===== src/rtl/cordic_pkg.sv =====
// Shared constants and types for the iterative CORDIC engine.
// Angles and datapath values are GW-bit two's complement with 12 fractional bits.
package cordic_pkg;

  localparam int GW_PKG = 24;
  localparam int ZFRAC  = 12;
  localparam int K_FRAC = 16;

  typedef logic signed [GW_PKG-1:0] gw_t;

  // atan(2^-i) scaled by 2^12
  localparam gw_t ATAN_TABLE [0:15] = '{
    24'sd3217, 24'sd1899, 24'sd1003, 24'sd509,
    24'sd256,  24'sd128,  24'sd64,   24'sd32,
    24'sd16,   24'sd8,    24'sd4,    24'sd2,
    24'sd1,    24'sd0,    24'sd0,    24'sd0
  };

  // K scaled by 2^16; PI and HALF_PI scaled by 2^12
  localparam gw_t K_GAIN  = 24'sd39797;
  localparam gw_t PI      = 24'sd12868;
  localparam gw_t HALF_PI = 24'sd6434;

  typedef enum logic {
    MODE_ROT = 1'b0,
    MODE_VEC = 1'b1
  } mode_e;

  typedef enum logic [1:0] {
    ST_LOAD = 2'd0,
    ST_ITER = 2'd1,
    ST_DONE = 2'd2
  } state_e;

endpackage


===== src/rtl/cordic_sm_conv.sv =====
// Combinational converter between sign-magnitude I/O words and the
// two's-complement datapath; the output direction rounds and saturates.
module cordic_sm_conv #(
  parameter int W     = 16,
  parameter int GW    = 24,
  parameter int SHIFT = 4,
  parameter bit TO_SM = 1'b0
) (
  input  logic [(TO_SM ? GW : W)-1:0] din,
  output logic [(TO_SM ? W : GW)-1:0] dout
);

  generate
    if (TO_SM) begin : g_to_sm
      logic [GW-1:0]  mag;
      logic [GW-1:0]  rnd;
      logic [W-2:0]   mag_sat;
      always_comb begin
        mag     = din[GW-1] ? -din : din;
        rnd     = (mag + (GW'(1) << (SHIFT - 1))) >> SHIFT;
        mag_sat = (rnd > GW'(2**(W-1) - 1)) ? '1 : rnd[W-2:0];
        // a zero magnitude always leaves as +0
        dout    = (mag_sat == '0) ? '0 : {din[GW-1], mag_sat};
      end
    end else begin : g_to_tc
      logic [GW-1:0] mag;
      always_comb begin
        mag  = {{(GW-W+1-SHIFT){1'b0}}, din[W-2:0], {SHIFT{1'b0}}};
        dout = din[W-1] ? -mag : mag;
      end
    end
  endgenerate

endmodule


===== src/rtl/cordic_engine.sv =====
// Free-running iterative CORDIC: LOAD, ITER micro-rotations, DONE.
// Rotation mode rotates (x,y) by z; vectoring mode yields magnitude and atan2.
module cordic_engine
  import cordic_pkg::*;
#(
  parameter int W    = 16,
  parameter int FRAC = 8,
  parameter int GW   = GW_PKG,
  parameter int ITER = 16
) (
  input  logic         clk,
  input  logic         reset,
  input  logic         mode,
  input  logic [W-1:0] x,
  input  logic [W-1:0] y,
  input  logic [W-1:0] z,
  output logic [W-1:0] res1,
  output logic [W-1:0] res2
);

  localparam int CW    = $clog2(ITER);
  localparam int SHIFT = ZFRAC - FRAC;

  state_e        state;
  logic [CW-1:0] cnt;
  mode_e         mode_r;
  gw_t           x_acc, y_acc, z_acc;
  gw_t           x_tc, y_tc, z_tc;
  gw_t           x_sh, y_sh;
  gw_t           x_gain, y_gain, res2_src;
  logic          d_pos;
  logic [W-1:0]  res1_nxt, res2_nxt;

  function automatic gw_t apply_gain(input gw_t v);
    logic signed [2*GW-1:0] p;
    p = (2*GW)'(v) * (2*GW)'(K_GAIN);
    p = p + (2*GW)'(1 <<< (K_FRAC - 1));
    return p[K_FRAC +: GW];
  endfunction

  cordic_sm_conv #(.W(W), .GW(GW), .SHIFT(SHIFT), .TO_SM(1'b0)) u_conv_x (.din(x), .dout(x_tc));
  cordic_sm_conv #(.W(W), .GW(GW), .SHIFT(SHIFT), .TO_SM(1'b0)) u_conv_y (.din(y), .dout(y_tc));
  cordic_sm_conv #(.W(W), .GW(GW), .SHIFT(SHIFT), .TO_SM(1'b0)) u_conv_z (.din(z), .dout(z_tc));

  always_comb begin
    x_sh     = x_acc >>> cnt;
    y_sh     = y_acc >>> cnt;
    d_pos    = (mode_r == MODE_ROT) ? !z_acc[GW-1] : y_acc[GW-1];
    x_gain   = apply_gain(x_acc);
    y_gain   = apply_gain(y_acc);
    res2_src = (mode_r == MODE_VEC) ? z_acc : y_gain;
  end

  cordic_sm_conv #(.W(W), .GW(GW), .SHIFT(SHIFT), .TO_SM(1'b1)) u_conv_r1 (.din(x_gain),   .dout(res1_nxt));
  cordic_sm_conv #(.W(W), .GW(GW), .SHIFT(SHIFT), .TO_SM(1'b1)) u_conv_r2 (.din(res2_src), .dout(res2_nxt));

  always_ff @(posedge clk or negedge reset) begin
    if (!reset) begin
      state  <= ST_LOAD;
      cnt    <= '0;
      mode_r <= MODE_ROT;
      x_acc  <= '0;
      y_acc  <= '0;
      z_acc  <= '0;
      res1   <= '0;
      res2   <= '0;
    end else begin
      case (state)
        ST_LOAD: begin
          mode_r <= mode_e'(mode);
          cnt    <= '0;
          state  <= ST_ITER;
          // quadrant pre-rotation brings the problem into CORDIC's convergence range
          if (mode_e'(mode) == MODE_VEC) begin
            if (x_tc[GW-1]) begin
              x_acc <= -x_tc;
              y_acc <= -y_tc;
              z_acc <= y_tc[GW-1] ? -PI : PI;
            end else begin
              x_acc <= x_tc;
              y_acc <= y_tc;
              z_acc <= '0;
            end
          end else if (z_tc > HALF_PI) begin
            x_acc <= -y_tc;
            y_acc <= x_tc;
            z_acc <= z_tc - HALF_PI;
          end else if (z_tc < -HALF_PI) begin
            x_acc <= y_tc;
            y_acc <= -x_tc;
            z_acc <= z_tc + HALF_PI;
          end else begin
            x_acc <= x_tc;
            y_acc <= y_tc;
            z_acc <= z_tc;
          end
        end
        ST_ITER: begin
          if (d_pos) begin
            x_acc <= x_acc - y_sh;
            y_acc <= y_acc + x_sh;
            z_acc <= z_acc - ATAN_TABLE[cnt];
          end else begin
            x_acc <= x_acc + y_sh;
            y_acc <= y_acc - x_sh;
            z_acc <= z_acc + ATAN_TABLE[cnt];
          end
          if (cnt == CW'(ITER - 1)) begin
            cnt   <= '0;
            state <= ST_DONE;
          end else begin
            cnt <= cnt + 1'b1;
          end
        end
        ST_DONE: begin
          res1  <= res1_nxt;
          res2  <= res2_nxt;
          state <= ST_LOAD;
        end
        default: state <= ST_LOAD;
      endcase
    end
  end

endmodule


===== config.mk =====
export PLATFORM = sky130hd
export DESIGN_NAME = cordic_engine
export DESIGN_NICKNAME = d
export VERILOG_FILES = /design/src/rtl/cordic_pkg.sv /design/src/rtl/cordic_sm_conv.sv /design/src/rtl/cordic_engine.sv
export SDC_FILE = /design/constraint.sdc
export NUM_CORES = 2
export LEC_CHECK = 0
export ABC_AREA = 1
export BUFFER_PORTS_ARGS = -buffer_cell sky130_fd_sc_hd__buf_2
export CAP_MARGIN = 20
export CORE_ASPECT_RATIO = 0.5
export CORE_UTILIZATION = 53
export CTS_CLUSTER_DIAMETER = 40
export DETAILED_ROUTE_END_ITERATION = 10
export GPL_ROUTABILITY_DRIVEN = 1
export GPL_TIMING_DRIVEN = 0
export HOLD_SLACK_MARGIN = 0.02
export PLACE_DENSITY = 0.7
export RECOVER_POWER = 25
export SLEW_MARGIN = 20
export SYNTH_ARGS = -nofsm -noshare
export SYNTH_HDL_FRONTEND = slang
export SYNTH_SLANG_ARGS = --single-unit

===== constraint.sdc =====
create_clock -name clk -period 21.9 [get_ports clk]
set_clock_uncertainty 0.2 [all_clocks]
set_input_delay 3.285 -clock clk [delete_from_list [all_inputs] [get_ports clk]]
set_output_delay 3.285 -clock clk [all_outputs]
set_load 0.01 [all_outputs]

* Word level (Yosys, flattened, before mapping)
Memories as Yosys holds them, arrays and structs flattened.
Index checks and enable logic that the tools add are counted.
W data, S select, Z words.
** Word-level totals
- Flip-flop bits (word level) :: 111
- Bits in latches :: 0
- Memory bits (writable) :: 0
- ROM bits :: 384
- Input bits :: 51
- Output and inout port bits :: 32
- Memories :: 1
** Operators by class
- Add/subtract/negate cells :: 20
- Multipliers :: 2
- Divide/modulo/power cells :: 0
- Order comparisons :: 5
- Eq/ne operators :: 4
- Shifts and indexed selects :: 2
- Multiplexer cells :: 36
- Bitwise operators :: 1
- Reductions and logical operators :: 5
** Memory list
- (name not given) :: depth 16, bits a word 24, rd ports 1, clocked after memory_dff 0, write ports 0, line cordic_engine.sv:106 : z_acc <= z_acc + ATAN_TABLE[cnt];
** Operators by type and width (count)
- $mux W24 :: 24
- $pmux W24 S2 :: 3
- $neg A24 Y24 :: 4
- $add A40 B17 Y40 const B :: 2
- $mul A24 B17 Y40 const B :: 2
- $add A24 B24 Y24 :: 3
- $neg A19 Y24 :: 3
- $sub A24 B24 Y24 :: 3
- $add A24 B4 Y24 const B :: 2
- $sshr A24 B4 Y24 :: 2
- $gt A20 B15 Y1 const B :: 2
- $mux W16 :: 2
- $logic_not A15 Y1 :: 2
- $mux W15 :: 2
- $add A24 B14 Y24 const B :: 1
- $gt A24 B14 Y1 const B :: 1
- $lt A24 B14 Y1 const B :: 1
- $sub A24 B14 Y24 const B :: 1
- $pmux W4 S2 :: 1
- $ge A5 B5 Y1 const B :: 1
- $not A4 Y5 :: 1
- $add A4 B1 Y4 const B :: 1
- $eq A4 B4 Y1 const B :: 1
- $mux W4 :: 1
- other kinds (9) :: 9

* Longest topological paths before layout
- Depth after elaboration :: 10
- Mapped depth :: 46

* Cells and area by module
A second synthesis with hierarchy kept.
** Second synthesis, totals
- Cells, all modules :: 5529
- Area, all modules :: 37589.8 µm²
** Modules (own cells, without submodules)
- cordic_engine :: times used 1, cells an instance 4612, area each 32970.4 µm²
- cordic_sm_conv at u_conv_r1 ... :: times used 2, cells an instance 313, area each 1514.0 µm²
- cordic_sm_conv at u_conv_x ... :: times used 3, cells an instance 97, area each 530.5 µm²

* Worst setup path before layout
Ideal clock, no wire load.
- Kind :: reg2reg
- Start :: reg x_acc[23]
- End :: reg res1[14]
- Setup time :: 0.115 ns
- Arrival time :: 6.805 ns
- Setup slack :: 14.780 ns
- Stages on the path, launching flop included :: 37
- Period minus slack after synthesis :: 7.120 ns
- Cell sequence :: dfrtp_1 -> ha_1 -> fa_1 -> inv_1 -> fa_1 -> inv_1 -> fa_1 -> inv_1 -> fa_1 -> inv_1 -> fa_1 -> inv_1 -> ha_1 -> nand2_1 -> nor2_1 -> inv_2 -> nor3_2 -> nand3_1 -> nand3_2 -> xor2_4 -> buf_6 -> nand3_2 -> nand2_2 -> ha_1 -> nand2_1 -> nor2_4 -> nand3_2 -> nor2_4 -> nand3_1 -> nand2_1 -> nand3_2 -> nor2_4 -> nand2_2 -> inv_4 -> nand3_2 -> o21ai_2 -> inv_2
** On the way
- Longest elaborated chain between the ends :: 9
** Ends and longest elaborated chain
- from (decl) :: line cordic_engine.sv:27 : gw_t x_acc, y_acc, z_acc;
- from (signal assigned) :: line cordic_engine.sv:76 : x_acc <= -x_tc;
- from (signal assigned) :: line cordic_engine.sv:80 : x_acc <= x_tc;
- from (signal assigned) :: line cordic_engine.sv:85 : x_acc <= -y_tc;
- $mul A24 B17 Y40 * :: line cordic_engine.sv:36 : p = (2*GW)'(v) * (2*GW)'(K_GAIN);
- $add A40 B17 Y40 * :: line cordic_engine.sv:37 : p = p + (2*GW)'(1 <<< (K_FRAC - 1));
- $neg A24 Y24 :: line cordic_sm_conv.sv:19 : mag = din[GW-1] ? -din : din;
- $mux W24 * :: line cordic_sm_conv.sv:19
- $add A24 B4 Y24 * :: line cordic_sm_conv.sv:20 : rnd = (mag + (GW'(1) << (SHIFT - 1))) >> SHIFT;
- $gt A20 B15 Y1 :: line cordic_sm_conv.sv:21 : mag_sat = (rnd > GW'(2**(W-1) - 1)) ? '1 : rnd[W-2:0];
- $mux W15 * :: line cordic_sm_conv.sv:21
- $logic_not A15 Y1 :: line cordic_sm_conv.sv:23 : dout = (mag_sat == '0) ? '0 : {din[GW-1], mag_sat};
- $mux W16 * :: line cordic_sm_conv.sv:23
- to (signal assigned) :: line cordic_engine.sv:116 : res1 <= res1_nxt;
- to (decl) :: line cordic_engine.sv:17 : output logic [W-1:0] res1,
Every way passes the cells marked *; elsewhere a longest branch is shown, timed or not.
A chain may end at the register's enable or synchronous reset.

==> flow_summary.yaml <==
global_routing:
  track_usage: 0.345
  antenna_found_initial: 2
  grt_pass1_wl_um: 178000
  grt-ovfl-total: 0
  first_global_vias: 33100
  grt_max_degree: 77
timing:
  post-route-min-period_ps: 9040
  post-route-period-util: 0.413
  final-setup-viol-count: 0
  finalSetupTns_ps: 0
  max_freq_mhz: 111
  worst_hold_slack_ps: 283
  maxSlewHeadroom: -1.82
  hold_viol_final: 0
  slew_viol_final: 114
  tightest_slew_ps: 4240
  rsz0062_at_grt: "no"
worst_setup_path:
  crit_top_cell: "clkbuf_1"
  crit_family: "buffers and inverters"
  arrival_ps: 8060
  path_buf_inv: 2
  startpoint_type: "input port"
  crit_required_ps: 20920
  slowest_delay_ps: 3070
  cp-end-kind: "asynchronous set/reset pin"
  slowest_stage: "clkbuf_1"
  worstPathCellList: "clkbuf_1, clkbuf_1"
  crit_fanout: 76
  path_class: "input port to asynchronous set/reset pin"
clock_tree:
  post_cts_buffers: 0
  cts_sinks: 111
  cts_buffers: 9
  hold_buffers: 0
  cts_resized: 0
  clock-root-buffer: "clkbuf_16"
  htreeDepth: 3
  cts_buffer_depth: 2
  cts.clk_slew.worst_paths_ps: 90
  clock_latency_ps: 420
  cts_tree: "done"
detailed_routing:
  drtAntennaViolNets: 0
  wl_per_cell_um: 18.5
  drc: 0
  via_per_inst: 5.52
  drt_iter0_drc: 2476
  dr.pass1.iters: 8
  wl_um: 112000
  vias: 33400
synth:
  synth_flop_cell: "dfrtp_1"
  ys_ff_latch: 111
  syn_area_um2: 34500
  avgSynthCellArea_um2: 6.79
  synth.net_count: 5931
  synthCells: 5085
  synthDistinctLibCells: 58
  ys_seq_area_frac: 0.0805
  synth-edff-count: 0
  yosysWarnings: 0
  synth-async-reset-ratio: 1.00
placement:
  place_inst: 6039
  port_buffers: 82
  place_congestion: 1.01
  dp_hpwl_um: 95100
flow_run:
  cap_viol_max_count: 2
status:
  failed_checks: "max-capacitance violations, max-slew violations"
  status: "finished with violations"
floorplan:
  fp.dieH_um: 182
  core.rowCount: 65
  core-area_um2: 63700
  initial_core_util: 0.542
  pin_count: 83
  die-area_um2: 66200
  die_x_um: 363
cells_and_area:
  fill_cells: 6292
  mostFrequentLayoutCell: "nand2_1"
  fin_nets: 6025
  final_cell_mix: "nand2_1 (1,256), inv_1 (1,089), ha_1 (420)"
  multi_input_area_um2: 27100
  layout-drive-gt1-share: 0.0463
  syn_to_final_growth_pct: 5.25
  antenna-diode-count: 0
  seq_area_um2: 2780
  final_core_util: 0.571
  fin_cells: 6055
worst_hold_path:
  hp-class: "register to register"
-- sequential cells by signal, summed over array words and instances, names as in the netlist --
name	cells
cnt	4
z_acc	24
state	2
y_acc	24
res1	16
mode_r	1
x_acc	24
res2	16
-- cells by family (layout without fill, tap and decap cells) --
logic type               Yosys count  count (layout)  synth area share
multiplexers                       8               8           0.00232
XOR/XNOR                         166             166            0.0427
AO/OA/AOI/OAI                    771             771             0.126
flip-flops                       111             111            0.0805
buffers and inverters           1223            1322             0.135
AND/OR/NAND/NOR                 2011            2011             0.243
adder cells (fa/ha/maj)          795             795             0.370
-- metrics by stage --
step | instance area [µm²] | setup WS [ps]
floorplan | 34500 | 14780
global placement | 36000 | 13670
detailed placement | 36100 | 13940
CTS | 36400 | 13930
global route | 36300 | 11620
finish | 36300 | 12860
-- layout make-up --
type	count	share of cell area
plain buffers	107	0.0129
well taps	871	0.0300
clock inverters	7	0.00244
repair buffers	83	0.0114
inverters	1116	0.115
clock buffers	9	0.00620
flip-flops and latches	111	0.0765
multi-input cells	3751	0.745
-- synth_stat cells (29+ instances only) --
cell / n / area share
xnor2_1: 50 / 0.013
o21ai_0: 336 / 0.049
dfrtp_1: 111 / 0.080
ha_1: 420 / 0.15
o211ai_1: 46 / 0.010
nor3_1: 41 / 0.0059
nand4_1: 41 / 0.0074
fa_1: 375 / 0.22
clkbuf_1: 70 / 0.0076
a21oi_1: 221 / 0.032
nor2_1: 330 / 0.036
nand3_1: 235 / 0.034
xor2_1: 115 / 0.029
o21ai_1: 29 / 0.0042
nand2_1: 1256 / 0.14
inv_1: 1089 / 0.12
-- metal layers --
layer	wire length, µm	share of wire	vias to the layer above	GRT usage
met5	12	0.00011	-	0
met4	3440	0.031	2	0.111
met3	8640	0.077	223	0.0584
met2	50600	0.45	1174	0.566
met1	49400	0.44	15900	0.463
li1	-	-	16100	-
-- final timing paths --
path	from	endpoint	slack, ps	cells after the start
min reg2reg	res1[3]	res1[3]	280	2
max in group clk	x_acc[22]	res1[15]	13860	36
max reg2reg	x_acc[22]	res1[15]	13860	36
min in group asynchronous	reset	x_acc[8]	3360	1
max	reset	y_acc[23]	12860	2
min	res1[3]	res1[3]	280	2
Power is not shown: default switching activity piles up to over one toggle a cycle in this logic, so the estimate is an artifact.
